===== src/rtl/multicycle_ctrl_if.sv =====
// Control bundle between the multi-cycle RV32I control FSM and its datapath.
// The FSM side uses the master modport; the datapath (or bench) uses slave.
interface multicycle_ctrl_if;
    logic        start;
    logic [31:0] insn;
    logic        mem_ready;
    logic        branch_taken;
    logic [2:0]  state;
    logic        mem_req;
    logic        mem_we;
    logic        mem_addr_sel;
    logic        ir_we;
    logic        pc_we;
    logic [1:0]  pc_src;
    logic        rf_we;
    logic [1:0]  wb_sel;
    logic        alu_a_sel;
    logic        alu_b_sel;
    logic        sub_sra;
    logic        halted;
    logic        illegal;

    modport master (
        input  start, insn, mem_ready, branch_taken,
        output state, mem_req, mem_we, mem_addr_sel, ir_we, pc_we, pc_src,
               rf_we, wb_sel, alu_a_sel, alu_b_sel, sub_sra, halted, illegal
    );

    modport slave (
        output start, insn, mem_ready, branch_taken,
        input  state, mem_req, mem_we, mem_addr_sel, ir_we, pc_we, pc_src,
               rf_we, wb_sel, alu_a_sel, alu_b_sel, sub_sra, halted, illegal
    );
endinterface


===== src/rtl/multicycle_ctrl_fsm.sv =====
// Main control FSM of the multi-cycle RV32I core: FETCH, DECODE, EXEC, MEM, WB
// for one instruction at a time, halting on SYSTEM or unknown opcodes.
module multicycle_ctrl_fsm #(
    parameter bit RESET_TO_FETCH = 1'b1
) (
    input  logic               clk,
    input  logic               reset,
    multicycle_ctrl_if.master  bus
);

    typedef enum logic [2:0] {
        S_FETCH  = 3'd0,
        S_DECODE = 3'd1,
        S_EXEC   = 3'd2,
        S_MEM    = 3'd3,
        S_WB     = 3'd4,
        S_HALT   = 3'd7
    } state_e;

    typedef enum logic [3:0] {
        C_LUI, C_AUIPC, C_JAL, C_JALR, C_BRANCH, C_LOAD, C_STORE,
        C_OPIMM, C_OP, C_FENCE, C_SYSTEM, C_ILLEGAL
    } cls_e;

    state_e     state_q, state_d;
    logic       illegal_q, illegal_d;
    logic       taken_q, taken_d;
    cls_e       cls;
    logic [2:0] funct3;
    logic       slt_like, sra_like, sub_sra_raw;
    logic       unused_insn_bits;

    assign unused_insn_bits = ^{bus.insn[31], bus.insn[29:15], bus.insn[11:7]};
    assign funct3 = bus.insn[14:12];

    always_comb begin
        unique case (bus.insn[6:0])
            7'b0110111: cls = C_LUI;
            7'b0010111: cls = C_AUIPC;
            7'b1101111: cls = C_JAL;
            7'b1100111: cls = C_JALR;
            7'b1100011: cls = C_BRANCH;
            7'b0000011: cls = C_LOAD;
            7'b0100011: cls = C_STORE;
            7'b0010011: cls = C_OPIMM;
            7'b0110011: cls = C_OP;
            7'b0001111: cls = C_FENCE;
            7'b1110011: cls = C_SYSTEM;
            default:    cls = C_ILLEGAL;
        endcase
    end

    // SLT/SLTU style compares and SRA/SRAI both need the ALU's subtract/arith path.
    assign slt_like = ~funct3[2] & funct3[1];
    assign sra_like = (funct3 == 3'b101) & bus.insn[30];

    always_comb begin
        unique case (cls)
            C_OPIMM:  sub_sra_raw = slt_like | sra_like;
            C_OP:     sub_sra_raw = ((funct3 == 3'b000) & bus.insn[30]) | slt_like | sra_like;
            C_BRANCH: sub_sra_raw = 1'b1;
            default:  sub_sra_raw = 1'b0;
        endcase
    end

    // NOTE: sequential state uses non-blocking assignments so every register
    // samples the pre-edge values regardless of process ordering.
    always_ff @(posedge clk) begin
        if (reset) begin
            if (RESET_TO_FETCH) state_q <= S_FETCH;
            else                state_q <= S_HALT;
            illegal_q <= 1'b0;
            taken_q   <= 1'b0;
        end else begin
            state_q   <= state_d;
            illegal_q <= illegal_d;
            taken_q   <= taken_d;
        end
    end

    // NOTE: every always_comb output gets a default first so no path infers a latch.
    always_comb begin
        state_d   = state_q;
        illegal_d = illegal_q;
        taken_d   = taken_q;
        unique case (state_q)
            S_FETCH:  if (bus.mem_ready) state_d = S_DECODE;
            S_DECODE: begin
                if (cls == C_ILLEGAL) begin
                    state_d   = S_HALT;
                    illegal_d = 1'b1;
                end else if (cls == C_SYSTEM) begin
                    state_d = S_HALT;
                end else begin
                    state_d = S_EXEC;
                end
            end
            S_EXEC: begin
                taken_d = bus.branch_taken;
                if (cls == C_LOAD || cls == C_STORE) state_d = S_MEM;
                else                                 state_d = S_WB;
            end
            S_MEM: begin
                if (bus.mem_ready) begin
                    if (cls == C_STORE) state_d = S_FETCH;
                    else                state_d = S_WB;
                end
            end
            S_WB:     state_d = S_FETCH;
            S_HALT:   if (bus.start) state_d = S_FETCH;
            default:  state_d = S_HALT;
        endcase
    end

    always_comb begin
        bus.mem_req      = 1'b0;
        bus.mem_we       = 1'b0;
        bus.mem_addr_sel = 1'b0;
        bus.ir_we        = 1'b0;
        bus.pc_we        = 1'b0;
        bus.pc_src       = 2'b00;
        bus.rf_we        = 1'b0;
        bus.wb_sel       = 2'b00;
        bus.alu_a_sel    = 1'b0;
        bus.alu_b_sel    = 1'b0;
        bus.sub_sra      = 1'b0;
        bus.halted       = 1'b0;
        unique case (state_q)
            S_FETCH: begin
                bus.mem_req = 1'b1;
                bus.ir_we   = bus.mem_ready;
            end
            S_EXEC: begin
                bus.alu_a_sel = (cls == C_AUIPC) || (cls == C_JAL) || (cls == C_BRANCH);
                bus.alu_b_sel = (cls != C_OP);
                bus.sub_sra   = sub_sra_raw;
            end
            S_MEM: begin
                bus.mem_req      = 1'b1;
                bus.mem_addr_sel = 1'b1;
                bus.mem_we       = (cls == C_STORE);
                bus.pc_we        = (cls == C_STORE) & bus.mem_ready;
            end
            S_WB: begin
                bus.pc_we   = 1'b1;
                bus.sub_sra = sub_sra_raw;
                bus.rf_we   = !(cls == C_BRANCH || cls == C_FENCE || cls == C_STORE);
                unique case (cls)
                    C_LUI:         bus.wb_sel = 2'b11;
                    C_LOAD:        bus.wb_sel = 2'b01;
                    C_JAL, C_JALR: bus.wb_sel = 2'b10;
                    default:       bus.wb_sel = 2'b00;
                endcase
                unique case (cls)
                    C_JAL:    bus.pc_src = 2'b01;
                    C_BRANCH: bus.pc_src = taken_q ? 2'b01 : 2'b00;
                    C_JALR:   bus.pc_src = 2'b10;
                    default:  bus.pc_src = 2'b00;
                endcase
            end
            S_HALT:   bus.halted = 1'b1;
            default: ;
        endcase
    end

    assign bus.state   = state_q;
    assign bus.illegal = illegal_q;

endmodule


===== src/flat_wrapper.sv =====
// flat-port wrapper written by rule: the top's interface ports become plain ports
module multicycle_ctrl_fsm_flat 
#(
    parameter bit RESET_TO_FETCH = 1'b1
)
  (clk, reset, bus_start, bus_insn, bus_mem_ready, bus_branch_taken, bus_state, bus_mem_req, bus_mem_we, bus_mem_addr_sel, bus_ir_we, bus_pc_we, bus_pc_src, bus_rf_we, bus_wb_sel, bus_alu_a_sel, bus_alu_b_sel, bus_sub_sra, bus_halted, bus_illegal);
  multicycle_ctrl_if bus_i ();
  input  logic clk;
  input  logic reset;
  input wire logic [$bits(bus_i.start)-1:0] bus_start;
  input wire logic [$bits(bus_i.insn)-1:0] bus_insn;
  input wire logic [$bits(bus_i.mem_ready)-1:0] bus_mem_ready;
  input wire logic [$bits(bus_i.branch_taken)-1:0] bus_branch_taken;
  output wire logic [$bits(bus_i.state)-1:0] bus_state;
  output wire logic [$bits(bus_i.mem_req)-1:0] bus_mem_req;
  output wire logic [$bits(bus_i.mem_we)-1:0] bus_mem_we;
  output wire logic [$bits(bus_i.mem_addr_sel)-1:0] bus_mem_addr_sel;
  output wire logic [$bits(bus_i.ir_we)-1:0] bus_ir_we;
  output wire logic [$bits(bus_i.pc_we)-1:0] bus_pc_we;
  output wire logic [$bits(bus_i.pc_src)-1:0] bus_pc_src;
  output wire logic [$bits(bus_i.rf_we)-1:0] bus_rf_we;
  output wire logic [$bits(bus_i.wb_sel)-1:0] bus_wb_sel;
  output wire logic [$bits(bus_i.alu_a_sel)-1:0] bus_alu_a_sel;
  output wire logic [$bits(bus_i.alu_b_sel)-1:0] bus_alu_b_sel;
  output wire logic [$bits(bus_i.sub_sra)-1:0] bus_sub_sra;
  output wire logic [$bits(bus_i.halted)-1:0] bus_halted;
  output wire logic [$bits(bus_i.illegal)-1:0] bus_illegal;
  assign bus_i.start = bus_start;
  assign bus_i.insn = bus_insn;
  assign bus_i.mem_ready = bus_mem_ready;
  assign bus_i.branch_taken = bus_branch_taken;
  assign bus_state = bus_i.state;
  assign bus_mem_req = bus_i.mem_req;
  assign bus_mem_we = bus_i.mem_we;
  assign bus_mem_addr_sel = bus_i.mem_addr_sel;
  assign bus_ir_we = bus_i.ir_we;
  assign bus_pc_we = bus_i.pc_we;
  assign bus_pc_src = bus_i.pc_src;
  assign bus_rf_we = bus_i.rf_we;
  assign bus_wb_sel = bus_i.wb_sel;
  assign bus_alu_a_sel = bus_i.alu_a_sel;
  assign bus_alu_b_sel = bus_i.alu_b_sel;
  assign bus_sub_sra = bus_i.sub_sra;
  assign bus_halted = bus_i.halted;
  assign bus_illegal = bus_i.illegal;
  multicycle_ctrl_fsm #(.RESET_TO_FETCH(RESET_TO_FETCH)) u_core (.clk(clk), .reset(reset), .bus(bus_i));
endmodule

===== config.mk =====
export PLATFORM = sky130hd
export DESIGN_NAME = multicycle_ctrl_fsm_flat
export DESIGN_NICKNAME = d
export VERILOG_FILES = /design/src/rtl/multicycle_ctrl_if.sv /design/src/rtl/multicycle_ctrl_fsm.sv /design/src/flat_wrapper.sv
export SDC_FILE = /design/constraint.sdc
export NUM_CORES = 1
export LEC_CHECK = 0
export CORE_UTILIZATION = 35
export DETAILED_ROUTE_END_ITERATION = 10
export HOLD_SLACK_MARGIN = 0.1
export PLACE_DENSITY = 0.76
export SYNTH_ARGS = -nofsm -noshare
export SYNTH_HDL_FRONTEND = slang
export SYNTH_SLANG_ARGS = --single-unit

===== constraint.sdc =====
create_clock -name clk -period 3.7 [get_ports clk]
set_clock_uncertainty 0.2 [all_clocks]
set_input_delay 0.37 -clock clk [delete_from_list [all_inputs] [get_ports clk]]
set_output_delay 0.37 -clock clk [all_outputs]
set_load 0.005 [all_outputs]

## Yosys cells after proc, flatten, opt, wreduce, memory -nomap -nowiden

Index checks and enable logic that the tools add are counted.

| operators by class | value |
|---|---|
| equality and inequality tests | 32 |
| mux-type cells | 25 |
| bitwise operators | 8 |
| reduce and logical (&&, ||, !) cells | 14 |

Operators with widths:

| kind | count |
|---|---|
| $pmux 4 s11 | 1 |
| $eq 7x7->1 const B | 4 |
| $eq 7x6->1 const B | 3 |
| $mux 3 | 7 |
| $pmux 3 s6 | 1 |
| $eq 4x3->1 const B | 4 |
| $eq 4x4->1 const B | 4 |
| $eq 7x5->1 const B | 2 |
| $pmux 2 s3 | 2 |
| $mux 1 | 10 |
| $eq 3x3->1 const B | 3 |
| $eq 4x2->1 const B | 2 |
| $eq 7x2->1 const B | 1 |
| $eq 7x4->1 const B | 1 |
| $eq 3x2->1 const B | 2 |
| $logic_not 3->1 | 2 |
| $ne 2x2->1 const B | 3 |
| $reduce_or 2->1 | 3 |
| $logic_or 1x1->1 | 5 |
| $and 1x1->1 | 4 |
| $eq 4x1->1 const B | 1 |
| $logic_not 4->1 | 1 |
| $mux 2 | 2 |
| $ne 4x4->1 const B | 1 |
| other kinds (8) | 10 |

| word-level totals | value |
|---|---|
| flip-flop bits (word level) | 5 |
| logic and storage cells | 82 |

## Logic depth before layout (Yosys ltp)

Gate-level depths: netlist of the first run.

| depth | value |
|---|---|
| word-level depth | 7 |
| depth in mapped cells | 6 |
| mapped depth without buffers | 4 |

## Worst setup path after synthesis of the first run

OpenSTA, ideal clock, no wires.

| path | value |
|---|---|
| path type | register -> output |
| start point | register u_core.state_q[0], in the netlist u_core.bus.state[0] |
| end point | output port bus_wb_sel[0] |
| arrival time | 1.251 ns |
| slack | 1.879 ns |
| stages on the path, launching flop included | 5 |
| path through | dfxtp_1 -> buf_6 -> or3b_4 -> a2111oi_4 -> o2bb2ai_2 |

| between the ends | value |
|---|---|
| word-level cells in the longest chain between the ends | 2 |

RTL lines:

| element | RTL line | source |
|---|---|---|
| start: declaration | multicycle_ctrl_fsm.sv:25 | `state_e state_q, state_d;` |
| start signal: assignment | multicycle_ctrl_fsm.sv:75 | `state_q <= state_d;` |
| $eq 3x3->1 | multicycle_ctrl_fsm.sv:128 | `unique case (state_q)` |
| $mux 2 | multicycle_ctrl_fsm.sv:128 |  |
| end: declaration | flat_wrapper.sv:22 | `output wire logic [$bits(bus_i.wb_sel)-1:0] bus_wb_sel;` |

Every way passes these cells.

## Worst setup path after layout of the first run

| path | value |
|---|---|
| start point | input port bus_insn[6] |
| end point | output port bus_alu_a_sel |

| between the ends | value |
|---|---|
| word-level cells in the longest chain between the ends | 6 |
| elaborated cells between the ends (all ways) | 18 |
| those cells by class | eq/ne (14); mux (2); reduce/logical (2) |

RTL lines:

| element | RTL line | source |
|---|---|---|
| start: declaration | flat_wrapper.sv:11 | `input wire logic [$bits(bus_i.insn)-1:0] bus_insn;` |
| $eq 7x7->1, or another cell as far along | multicycle_ctrl_fsm.sv:37 | `unique case (bus.insn[6:0])` |
| $pmux 4 s11 * | multicycle_ctrl_fsm.sv:37 |  |
| $eq 4x1->1 / $eq 4x2->1 (equally long branches) | multicycle_ctrl_fsm.sv:134 | `bus.alu_a_sel = (cls == C_AUIPC) \|\| (cls == C_JAL) \|\| (cls == C_BRANCH);` |
| $logic_or 1x1->1 | multicycle_ctrl_fsm.sv:134 |  |
| $logic_or 1x1->1 * | multicycle_ctrl_fsm.sv:134 |  |
| $mux 1 * | multicycle_ctrl_fsm.sv:128 |  |
| end: declaration | flat_wrapper.sv:23 | `output wire logic [$bits(bus_i.alu_a_sel)-1:0] bus_alu_a_sel;` |

Every way passes the cells marked *; elsewhere a longest branch is shown, timed or not.

==> results of run 1 <==
[synth_stat cells, types with 3 or more instances]
master / n / share of area
a21oi_1: 7 / 0.039
buf_4: 4 / 0.034
dfxtp_1: 5 / 0.11
inv_1: 6 / 0.025
nand2_1: 9 / 0.038
nand2b_1: 5 / 0.035
nor2_1: 12 / 0.050
nor4_1: 3 / 0.021
o21ai_0: 3 / 0.017
xor2_1: 3 / 0.029
[critical path, stage by stage]
cell and delay, ns:
clkdlybuf4s50_1 0.83, nand3b_1 0.26, o22ai_1 0.23, a32oi_1 0.08
nor4_1 0.26, clkdlybuf4s50_1 0.56
[path summary, 6_finish.rpt]
kind / from / endpoint / slack [ns] / depth (start not counted)
max: bus_insn[6] / bus_alu_a_sel / 0.53 / 6
min: u_core.taken_q / u_core.taken_q / 0.29 / 2
max reg2reg: u_core.bus.state[0] / u_core.bus.state[2] / 1.83 / 3
min reg2reg: u_core.taken_q / u_core.taken_q / 0.29 / 2
[final cells by class]
class / count / share of cell area
clock buffer: 4 / 0.02154
inverter: 6 / 0.01846
multi-input combinational: 98 / 0.5785
sequential: 5 / 0.08205
tap: 28 / 0.02872
timing repair buffer: 33 / 0.2708
[cell families (layout without fill, tap and decap cells)]
group | Yosys count | after routing | share of synthesized area
compound gates | 35 | 35 | 0.3361
xor+xnor | 4 | 4 | 0.03922
buf+inv | 15 | 43 | 0.09803
flops | 5 | 5 | 0.1120
mux | 1 | 1 | 0.01120
simple gates | 58 | 58 | 0.4033
[power groups by stage]
stage	clock network [W]	registers [W]	logic [W]
6_report	0.0000677	0.000147	0.000317
5_1_grt	0.0000752	0.000156	0.000348
4_1_cts	0.0000704	0.000144	0.000318
3_5_place_dp	0	0.000145	0.000316
3_3_place_gp	0	0.000144	0.000312
2_1_floorplan	0	0.0000972	0.000234
[state kept, by name (all words and copies together), names as in the netlist]
register            flops
u_core.taken_q          1
u_core.bus.illegal      1
u_core.bus.state        3
[metal layers]
metal  GRT usage  share of wire  vias to the layer above
met5           0              0                        -
met4     0.07456          0.014                        0
met3     0.04348          0.062                        4
met2      0.2890           0.48                       37
met1      0.2616           0.44                      474
li1            -              -                      511
[cells in the final DEF (no fill, tap or decap), types with 3 or more instances in the layout]
master / netlist / layout
a21oi_1: 7 / 7
clkbuf_4: 0 / 3
clkdlybuf4s50_1: 0 / 33
dfxtp_1: 5 / 5
inv_1: 6 / 6
nand2_1: 9 / 9
nand2b_1: 5 / 5
nor2_1: 12 / 12
nor4_1: 3 / 3
o21ai_0: 3 / 3
xor2_1: 3 / 3
[metrics by stage]
stage	cells	instance area, um2	worst slack [ns]
floorplan	118	893.4	1.879
global placement	170	1194	0.6188
detailed placement	170	1194	0.6134
CTS	174	1220	0.6085
global route	174	1220	0.4332
finish	174	1220	0.5253
==> impl_metrics.json, run 1 <==
{
  "p_per_area_nw_per_um2": 435.2,
  "ys_seq_area_frac": 0.1120,
  "synth_edf_count": 0,
  "postRouteAntennaNets": 0,
  "yosys_warnings": 0,
  "netlist_instances": 118,
  "clkPwrFrac": 0.128,
  "syn_to_final_growth_pct": 36.55,
  "wl_mm": 2.485,
  "internal-power_w": 0.0003037,
  "htreeDepth": 1,
  "rows": 17,
  "rsz0062_at_grt": "no",
  "critPathKind": "in2out",
  "async_reset_ff_frac": 0,
  "yosysUniqueCellTypes": 53,
  "finalCritPeriodShare": 0.8580,
  "wire_per_inst_um": 14.28,
  "drtPass1Iterations": 4,
  "p_seq_frac": 0.276,
  "fillCellCount": 224,
  "cp.arrival_ns": 2.60,
  "relSlewSlack": 0.5783,
  "combPwrFrac": 0.596,
  "min_period_ns": 3.175,
  "grt_pass1_vias": 847,
  "core_area_um2": 2318,
  "start_util": 0.3853,
  "ys_ff_latch": 5,
  "cts_hold_buf": 0,
  "p_total_w": 0.0005309,
  "ir_worst_vdd_uv": 356.3,
  "worst-path-max-fanout": 16,
  "leakage_nw": 0.4266,
  "grt_max_degree": 21,
  "viasPerCell": 5.897,
  "drt_iter0_drc": 17,
  "multiInputGateArea_um2": 705.7,
  "setup_tns_ns": 0,
  "startpoint_type": "primary input",
  "max-cap-violations": 0,
  "diodes": 0,
  "tightestPinTransition_ns": 0.6317,
  "postSynthAreaPerCell_um2": 7.571,
  "post-route-util": 0.5262,
  "die_h_um": 52.52,
  "layout.nets": 184,
  "syn_area_um2": 893.4,
  "die_w_um": 52.52,
  "routabilityCongestion": 0.8453,
  "synth_ff_type": "dfxtp_1",
  "die_area_um2": 2758,
  "outcome": "finished clean",
  "timing.hold.ws_ns": 0.2884,
  "grt_pass1_wl_mm": 3.946,
  "cts_setup_buffers": 0,
  "cp-end-kind": "output pin",
  "timing.fmax_mhz": 315.0,
  "p_sw_frac": 0.4280,
  "hold_path_class": "reg2reg",
  "ios": 55,
  "vias": 1026,
  "dpl.hpwl_mm": 1.854,
  "drive_above_1_share": 0.1301,
  "cts.sinks": 5,
  "cts_root_buf": "clkbuf_4",
  "grt_util_all_layers": 0.1922,
  "finalMaxSlewViolations": 0,
  "finalHoldViolCount": 0,
  "cts.clk_slew.worst_paths_ns": 0.04,
  "syn-num-nets": 155,
  "antenna_found_initial": 0,
  "switchingPower_w": 0.0002272,
  "post-route-drc-count": 0,
  "setup-violations-final": 0,
  "io_buffers": 33,
  "grt.overflow.total": 0,
  "cts_buffers": 3,
  "cts.path.max_buffers": 2,
  "insertion_delay_ns": 0.26,
  "cts_tree": "yes",
  "cp.required_ns": 3.13,
  "post_cts_resized": 0,
  "final-seq-area_um2": 100.1
}
Note: power is estimated with default switching activity, not from simulation.
==> inputs of run 2 (changes only) <==
--- a/config.mk
+++ b/config.mk
@@ -5,6 +5,7 @@
 export SDC_FILE = /design/constraint.sdc
 export NUM_CORES = 1
 export LEC_CHECK = 0
+export CAP_MARGIN = 15
 export CORE_UTILIZATION = 35
 export DETAILED_ROUTE_END_ITERATION = 10
 export HOLD_SLACK_MARGIN = 0.1
==> results of run 2 <==
No change in the layout: final DEF, timing and power equal those of run 1.
==> inputs of run 3 (changes only) <==
--- a/config.mk
+++ b/config.mk
@@ -10,6 +10,7 @@
 export DETAILED_ROUTE_END_ITERATION = 10
 export HOLD_SLACK_MARGIN = 0.1
 export PLACE_DENSITY = 0.76
+export SLEW_MARGIN = 20
 export SYNTH_ARGS = -nofsm -noshare
 export SYNTH_HDL_FRONTEND = slang
 export SYNTH_SLANG_ARGS = --single-unit
==> results of run 3 <==
No change in the layout: final DEF, timing and power equal those of run 1.
